### src/rtl/alu_pkg.sv
// ALU opcode/alu_op constants and shared types for the ALU family.
// No logic of its own; no latency.
// No backpressure.
package alu_pkg;

    localparam logic [3:0] ALU_AND = 4'b0000;
    localparam logic [3:0] ALU_OR  = 4'b0001;
    localparam logic [3:0] ALU_ADD = 4'b0010;
    localparam logic [3:0] ALU_XOR = 4'b0011;
    localparam logic [3:0] ALU_SLL = 4'b0100;
    localparam logic [3:0] ALU_SRL = 4'b0101;
    localparam logic [3:0] ALU_SUB = 4'b0110;
    localparam logic [3:0] ALU_SRA = 4'b0111;

    localparam logic [1:0] ALU_OP_MEM    = 2'b00;
    localparam logic [1:0] ALU_OP_BRANCH = 2'b01;
    localparam logic [1:0] ALU_OP_RTYPE  = 2'b10;

    typedef enum logic [1:0] {
        ST_IDLE,
        ST_SHIFT,
        ST_DONE
    } state_t;

    typedef enum logic [1:0] {
        SH_SLL,
        SH_SRL,
        SH_SRA
    } shift_mode_t;

    function automatic logic is_shift(input logic [3:0] code);
        return (code == ALU_SLL) || (code == ALU_SRL) || (code == ALU_SRA);
    endfunction

endpackage

### src/rtl/serial_shifter.sv
// Bit-serial shifter: shift register plus down-counter, one bit per cycle.
// Latency: amt cycles after load; done is high during the cycle of the last shift.
// No backpressure; runs to completion once loaded, reset aborts.
module serial_shifter
    import alu_pkg::*;
#(
    parameter int WIDTH = 32
) (
    input  logic                     clk,
    input  logic                     reset,
    input  logic                     load,
    input  logic [WIDTH-1:0]         din,
    input  logic [$clog2(WIDTH)-1:0] amt,
    input  shift_mode_t              mode_in,
    output logic [WIDTH-1:0]         q_nxt,
    output logic                     done
);

    localparam int SHAMT_W = $clog2(WIDTH);
    localparam logic [SHAMT_W-1:0] CNT_ONE = SHAMT_W'(1);

    logic [WIDTH-1:0]   q;
    logic [SHAMT_W-1:0] cnt;
    shift_mode_t        mode;

    always_comb begin
        q_nxt = q;
        case (mode)
            SH_SLL:  q_nxt = {q[WIDTH-2:0], 1'b0};
            SH_SRL:  q_nxt = {1'b0, q[WIDTH-1:1]};
            default: q_nxt = {q[WIDTH-1], q[WIDTH-1:1]};
        endcase
    end

    assign done = (cnt == CNT_ONE);

    always_ff @(posedge clk) begin
        if (reset) begin
            q    <= '0;
            cnt  <= '0;
            mode <= SH_SLL;
        end else if (load) begin
            q    <= din;
            cnt  <= amt;
            mode <= mode_in;
        end else if (cnt != '0) begin
            q   <= q_nxt;
            cnt <= cnt - CNT_ONE;
        end
    end

endmodule

### src/rtl/alu_seq_exec.sv
// Multi-cycle ALU: single-cycle logic/arith, bit-serial shifts.
// Latency: 1 cycle non-shift/illegal, 1+shamt cycles for shifts.
// in_ready only in IDLE; result held in DONE until out_ready.
module alu_seq_exec
    import alu_pkg::*;
#(
    parameter int WIDTH   = 32,
    parameter int SHAMT_W = $clog2(WIDTH)
) (
    input  logic             clk,
    input  logic             reset,
    input  logic             in_valid,
    output logic             in_ready,
    input  logic [3:0]       alu_ctrl,
    input  logic [WIDTH-1:0] op_a,
    input  logic [WIDTH-1:0] op_b,
    output logic             out_valid,
    input  logic             out_ready,
    output logic [WIDTH-1:0] result,
    output logic             zero,
    output logic             illegal
);

    state_t            state, state_nxt;
    logic [WIDTH-1:0]  alu_res, sh_nxt, result_r;
    logic              zero_r, illegal_r;
    logic              accept, shift_go, sh_done;
    logic [SHAMT_W-1:0] shamt;
    shift_mode_t       mode;

    assign shamt    = op_b[SHAMT_W-1:0];
    assign accept   = (state == ST_IDLE) && in_valid;
    assign shift_go = accept && is_shift(alu_ctrl) && (shamt != '0);

    // Shift codes land here only with shamt == 0, where the result is op_a.
    always_comb begin
        alu_res = '0;
        case (alu_ctrl)
            ALU_AND: alu_res = op_a & op_b;
            ALU_OR:  alu_res = op_a | op_b;
            ALU_ADD: alu_res = op_a + op_b;
            ALU_XOR: alu_res = op_a ^ op_b;
            ALU_SUB: alu_res = op_a + ~op_b + WIDTH'(1);
            ALU_SLL, ALU_SRL, ALU_SRA: alu_res = op_a;
            default: alu_res = '0;
        endcase
    end

    always_comb begin
        mode = SH_SRA;
        case (alu_ctrl)
            ALU_SLL: mode = SH_SLL;
            ALU_SRL: mode = SH_SRL;
            default: mode = SH_SRA;
        endcase
    end

    serial_shifter #(.WIDTH(WIDTH)) u_shifter (
        .clk     (clk),
        .reset   (reset),
        .load    (shift_go),
        .din     (op_a),
        .amt     (shamt),
        .mode_in (mode),
        .q_nxt   (sh_nxt),
        .done    (sh_done)
    );

    always_comb begin
        state_nxt = state;
        in_ready  = 1'b0;
        out_valid = 1'b0;
        case (state)
            ST_IDLE: begin
                in_ready = 1'b1;
                if (in_valid) state_nxt = shift_go ? ST_SHIFT : ST_DONE;
            end
            ST_SHIFT: begin
                if (sh_done) state_nxt = ST_DONE;
            end
            ST_DONE: begin
                out_valid = 1'b1;
                if (out_ready) state_nxt = ST_IDLE;
            end
            default: state_nxt = ST_IDLE;
        endcase
    end

    always_ff @(posedge clk) begin
        if (reset) state <= ST_IDLE;
        else       state <= state_nxt;
    end

    always_ff @(posedge clk) begin
        if (reset) begin
            result_r  <= '0;
            zero_r    <= 1'b1;
            illegal_r <= 1'b0;
        end else if (accept && !shift_go) begin
            result_r  <= alu_res;
            zero_r    <= (alu_res == '0);
            illegal_r <= alu_ctrl[3];
        end else if ((state == ST_SHIFT) && sh_done) begin
            result_r  <= sh_nxt;
            zero_r    <= (sh_nxt == '0);
            illegal_r <= 1'b0;
        end
    end

    assign result  = result_r;
    assign zero    = zero_r;
    assign illegal = illegal_r;

endmodule

### config.mk
export PLATFORM = sky130hd
export DESIGN_NAME = alu_seq_exec
export DESIGN_NICKNAME = d
export VERILOG_FILES = /design/src/rtl/alu_pkg.sv /design/src/rtl/serial_shifter.sv /design/src/rtl/alu_seq_exec.sv
export SDC_FILE = /design/constraint.sdc
export NUM_CORES = 1
export LEC_CHECK = 0
export CAP_MARGIN = 20
export CELL_PAD_IN_SITES_DETAIL_PLACEMENT = 1
export CELL_PAD_IN_SITES_GLOBAL_PLACEMENT = 1
export CORE_UTILIZATION = 40
export CTS_CLUSTER_SIZE = 16
export DETAILED_ROUTE_END_ITERATION = 10
export GPL_ROUTABILITY_DRIVEN = 0
export MAX_ROUTING_LAYER = met4
export PLACE_DENSITY = 0.84
export SYNTH_ARGS = -nofsm -noshare
export SYNTH_HDL_FRONTEND = slang
export SYNTH_SLANG_ARGS = --single-unit
### constraint.sdc
create_clock -name clk -period 8.4 [get_ports clk]
set_input_delay 0.84 -clock clk [delete_from_list [all_inputs] [get_ports clk]]
set_output_delay 0.84 -clock clk [all_outputs]
set_load 0.01 [all_outputs]
==> run summary <==
Clock sinks = 75
Setup repair bufs after CTS = 0
Vias in the first global route = 11000
Part of the power in combinational logic = 56.9%
CTS Root Cell = clkbuf_16
Cts bufs inserted = 9
Synth Instances = 1369
Post_cts resized = 0
Slew @ Worst Pin = 0.996 ns
WP data arrival = 5.97 ns
Reg2Reg Depth = 12
Worst slew margin = 32.8%
Setup TNS = 0 ns
CP startpoint kind = input port
Largest net degree at the start of global routing = 81
Fin. Hold Viols = 0
Tmin final = 5.74 ns
Sequential fraction of the synthesis area = 16.0%
Final nets = 1580
Fmax = 174 MHz
Cell depth of the worst setup path = 14
Rows = 55
Pins Over Slew Limit = 0
Leakage dissipation = 4.65 nW
Final Core Density = 47.8%
First-pass GRT wire length = 61300 um
CP endpoint = zero
Die width = 155 um
Final period utilization = 68.3%
Hold buffer count at cts = 0
CTS tree = yes
Total GRT Usage = 33.5%
RSZ-0062 raised after global routing = no
Kind of critical path = input port to flip-flop
Yosys Warn Count = 0
IO buf count = 107
DR DRC count = 0
Asr flop ratio synth = 0%
Worst Path Buf+Inv = 2
Wirelength per Cell = 22.9 um
CP peak stage delay = 1.06 ns
Vias per cell = 6.45
Ports = 108
EDFF count, synth = 0
Worst hold path cell count = 2
Syn_area_per_cell = 6.84 um2
Flops & latches, synth = 75
Post-DP HPWL = 29700 um
Fillers = 2909
Crit path max fanout = 27
Netlist cell types = 78
Pwr/cell area = 195 nW/um2
CP top delay family = simple AND/OR/NAND/NOR gates
Critical-path cell list = clkdlybuf4s50_1 > nand2b_1 > and2_1 > buf_4 > a2111oi_2 > o31ai_1 > nor3_1 > nand4_1 > or3_1 > or4_1 > nor4_1 > nand4_1 > or4b_1 > o41ai_2
Worst R2R Start = state[1]
Area grow syn2layout = 16.3%
Synth Net Count = 1546
R2r endpoint = zero
Antenna violations before repair = 0
Endpoint type of the worst setup path = flip-flop
H-tree Lvls = 3
Path category of the worst min-delay check = flip-flop to flip-flop
Seq pwr share = 25.6%
Core Area = 22800 um2
Starting Density = 41.1%
Worst-Skew Late Latency = 0.35 ns
Clock share of power = 17.5%
Switching fraction of total power = 46.9%
Sw Pwr = 0.997 mW
Setup Viol. Count Final = 0
Most used DFF post-synth = dfxtp_1
Pre-antenna DRT Iters = 7
P_int = 1.13 mW
Antenna diodes = 0
Maxcap violations = 0
Layout Skew = 0.00805 ns
FF/Latch Area = 1500 um2
Worst path required time = 8.64 ns
Initial DRC count = 887
ANT nets after route = 0
WL final = 39400 um
Bufs on Longest Clock Path = 2
Vias = 11100
Most numerous cell on the critical path = nand4_1
Slowest cell on the critical path = clkdlybuf4s50_1
CTS clk-pin slew, worst paths = 0.06 ns
Reg-to-reg slack, setup = 4.05 ns
Outcome = finished clean
Syn Std Cell Area = 9370 um2
Peak supply drop = 0.146 mV
Share of cells above drive strength 1 = 4.19%
Crit path launch = alu_ctrl[1]
Area of the multi-input gates = 7120 um2
Gr ovfl total = 0
Die area = 24000 um2
Die height = 155 um
==> worst min path at each step <==
stage,start,to,slack (ns)
6_report,illegal,illegal,0.49
5_1_grt,illegal,illegal,0.53
4_1_cts,illegal,illegal,0.49
3_5_place_dp,illegal,illegal,0.49
3_3_place_gp,illegal,illegal,0.46
2_1_floorplan,u_shifter.mode[0],u_shifter.mode[0],0.47
==> stage by stage <==
| step | cell area, um2 | hold slack, ns | worst slack, ns | total power [mW] | std cells |
|---|---|---|---|---|---|
| final | 10900 | 0.492 | 2.66 | 2.12 | 1721 |
| after global routing | 10900 | 0.527 | 2.52 | 2.27 | 1721 |
| after CTS | 10800 | 0.494 | 2.82 | 2.08 | 1719 |
| after detailed placement | 10600 | 0.486 | 2.53 | 1.70 | 1703 |
| after global placement | 10600 | 0.464 | 2.61 | 1.64 | 1703 |
| after floorplan | 9370 | 0.470 | 4.02 | 1.33 | 1369 |
==> Yosys cell counts, types with 21 or more instances <==
library cell	number	area, um2
dfxtp_1	75	1500
mux2i_1	33	330
nor3_1	42	210
nor2_1	238	893
a221oi_1	22	193
a21oi_1	148	741
clkbuf_1	81	304
nand2_1	78	293
inv_1	101	379
a211oi_1	56	420
nand3_1	31	155
nand4_1	21	131
ha_1	103	1290
o21ai_0	49	245
==> final cells by class <==
cell class / instances / area share [%]
clock buffers: 13 / 2.39
inverters: 101 / 3.48
multi-input cells: 1093 / 65.4
repair buffers: 123 / 11.2
clock inverters: 3 / 0.195
flip-flops and latches: 75 / 13.8
well taps: 313 / 3.59
==> power by group through the flow <==
stage,clock [mW],combinational [mW],sequential (mW)
floorplan,0,0.811,0.518
global placement,0,1.10,0.539
detailed placement,0,1.16,0.543
CTS,0.373,1.17,0.538
global route,0.393,1.32,0.550
finish,0.372,1.21,0.543
==> placed cells by master (no fill, tap or decap), drive strengths merged, types with 10 or more instances in the layout <==
cell type / n
nor2: 238
a21oi: 148
clkdlybuf4s50: 106
ha: 103
inv: 102
nand2: 78
dfxtp: 75
a211oi: 56
o21ai: 50
nor3: 43
mux2i: 33
nand3: 31
a221oi: 23
nand4: 21
nand2b: 17
a21o: 17
buf: 17
o211ai: 16
clkbuf: 13
a22oi: 12
nor2b: 12
nor4: 11
o31ai: 10
==> sequential cells by signal, summed over array words and instances (netlist names) <==
signal,flops
illegal,1
result,32
state,2
u_shifter.cnt,5
u_shifter.mode,2
u_shifter.q,32
zero,1
==> logic make-up (layout without fill, tap and decap cells) <==
group,count (synthesis),after routing,synth area share [%]
multiplexers,34,34,3.65
XOR/XNOR,8,8,0.748
flip-flops,75,75,16.0
buffers and inverters,201,240,8.53
AO/OA/AOI/OAI,446,446,32.4
AND/OR/NAND/NOR,500,500,24.5
adder cells (fa/ha/maj),105,105,14.2
==> routing by layer <==
layer  wire, um  part of all wire, %  global-route usage [%]
met2      18200                   46                    54.7
met1      16100                   41                    40.0
met5          0                    0                       -
met4       2320                  5.9                    17.6
met3       2790                  7.1                    4.76
==> worst min-delay path, delay by kind of cell (launching register included) <==
family / cells / cell delay, ns
compound gates: 1 / 0.06
flops: 1 / 0.32
simple gates: 1 / 0.07
Note: power is estimated with default switching activity, not from simulation.
==> edit (same flow settings) <==
Remove the case item `ALU_SUB` of the case on `alu_ctrl`.
--- a/src/rtl/alu_seq_exec.sv
+++ b/src/rtl/alu_seq_exec.sv
@@ -41,5 +41,4 @@
             ALU_ADD: alu_res = op_a + op_b;
             ALU_XOR: alu_res = op_a ^ op_b;
-            ALU_SUB: alu_res = op_a + ~op_b + WIDTH'(1);
             ALU_SLL, ALU_SRL, ALU_SRA: alu_res = op_a;
             default: alu_res = '0;
Function: changed (a bounded check fails within 4 cycles, from zero or initial values and one cycle with reset high).
==> edit against the original RTL <==
- setup slack better by 1.1 ns
- sequential cell count stayed put
- area after synthesis is 22% lower
- cell area is 19% lower
- die area is 21% lower
- routed wire length is 26% lower
- critical path type unchanged
- register-to-register slack better by 0.93 ns
- total power is 6.8% lower
- largest power group unchanged
==> edit: results (changes against the original RTL) <==
• hold path start: illegal
• post-cts gate resize count: 0, unchanged
• terminus of the critical flop-to-flop path: zero
• post-DR wirelength/cell: 22.1 µm, -3.6%
• cell chosen for the clock root: clkbuf_16
• global-route wire length before repair: 45100 µm, -26%
• family of cells with the greatest summed delay on the critical path: simple AND/OR/NAND/NOR gates
• H-Tree Depth: 3, unchanged
• peak supply drop: 0.000181 V, +23%
• setup slack of the most critical reg-to-reg path: 4.98 ns, +0.93 ns
• worst-case headroom to the max-slew limit: 27.0%, -5.8 points
• end point of the worst hold path: illegal
• largest cells by area after synthesis: dfxtp_1, ha_1, nor2_1
• cell leakage power: 3.80 nW, -18%
• critical path peak fanout: 22, -19%
• hold depth: 2, unchanged
• number of antenna violations at the first check in global routing: 0, unchanged
• number of enable flip-flop cells after synthesis: 0, unchanged
• pin count of the biggest net entering global routing: 77, -4.9%
• half-perimeter wire length after detailed placement: 21800 µm, -27%
• detail-routed via count per cell: 6.35, -1.5%
• status: finished clean
• sequential cell area fraction in the yosys report: 20.4%, +4.4 points
• Unique masters post-synth: 79, +1.3%
• input/output buffers: 107, unchanged
• count of hold buffers inserted by post-cts repair: 0, unchanged
• most frequent cells after synthesis: nor2_1, a21oi_1, inv_1, dfxtp_1, nand2_1
• YS warnings: 0, unchanged
• count of buffers added by post-CTS timing repair for setup: 0, unchanged
• number of standard cells after synthesis: 1029, -25%
• worst-skew pair later-pin latency: 0.34 ns
• Hold Path Class: reg -> reg
• all-layer global routing usage: 32.2%, -1.3 points
• First-pass DRT Iterations: 5, -2
• final-stage net count: 1225, -22%
• starting DRC count in detailed routing: 838, -5.5%
• largest clock skew in the final design: 0.00879 ns, +0.000732 ns
• Cell Area, Placed: 8510 µm², -19%
• reg-to-reg startpoint: state[1]
• via count of the first global-routing pass: 8027, -27%
• clock-pin slew of the registers on the worst-case setup and hold paths: 0.06 ns, about the same
• cell type of the slowest stage on the worst timing path: clkdlybuf4s50_1
• Inserted Diodes: 0, unchanged
• Setup Slack @ Placement: 3.59 ns, +1.07 ns
• overall via count from detail_route: 8379, -25%
• smallest hold slack: 0.516 ns, +0.0240 ns
• Inserted Clock Buffers: 9, unchanged
• number of cells in the design after placement: 1302, -24%
• CTS Buffer Depth: 2, unchanged
• CP max stage delay: 1.01 ns, -0.05 ns
• most used flip-flop cell after synthesis: dfxtp_1
• Arr. time, crit path: 4.87 ns, -1.10 ns
• r2r worst-path depth: 10, -2
• ratio of cells with drive above 1 in the final layout: 6.15%, +2.0 points
## edit: cell types whose count changed after synthesis, moves of 10 or more
cell	unedited run	this run
a21oi_1	148	104
nor3_1	42	18
ha_1	103	67
clkbuf_1	81	54
o211ai_1	16	6
nand2b_1	17	6
nor2_1	238	144
inv_1	101	77
a211oi_1	56	44
o21ai_0	49	65
nand3_1	31	17
## edit: final cells by class
type / instances / area [µm²]
Inverter: 77 / 289
Fill cell: 2289 / 9120
Tap cell: 229 / 287
Timing Repair Buffer: 120 / 1170
Multi-Input combinational cell: 802 / 5290
Clock inverter: 4 / 47.5
Clock buffer: 12 / 267
Sequential cell: 75 / 1500
## edit: routing by layer
metal  global-route usage, %  share of wire [%]  vias to the layer above
li1                        -                  -                     3827
met1                    43.4                 44                     4119
met2                    49.1                 44                      368
met3                    4.05                8.0                       65
met4                    11.5                3.1                        0
met5                       -                  0                        -
## edit: power breakdown
part	leakage (nW)	internal [mW]	switching [mW]
Sequential	0.616	0.453	0.0838
Clock	0.155	0.253	0.154
Combinational	3.03	0.404	0.632
## edit: cell families after synthesis
kind of cell | share of synthesized area, %
DFF | 20.4
xor gates and xnor gates | 2.14
buffers and inverters | 8.08
adders and majority gates | 11.7
AOI/OAI and AO/OA | 31.7
and+or+nand+nor | 20.9
muxes | 5.09
## edit: worst max path at each step
stage | end | start | cells after the start | slack (ns)
4_1_cts | zero | alu_ctrl[2] | 12 | 3.91
2_1_floorplan | zero | op_a[0] | 13 | 4.96
3_3_place_gp | zero | alu_ctrl[2] | 10 | 3.61
3_5_place_dp | zero | alu_ctrl[2] | 12 | 3.59
6_report | zero | alu_ctrl[2] | 12 | 3.80
5_1_grt | zero | alu_ctrl[2] | 12 | 3.50
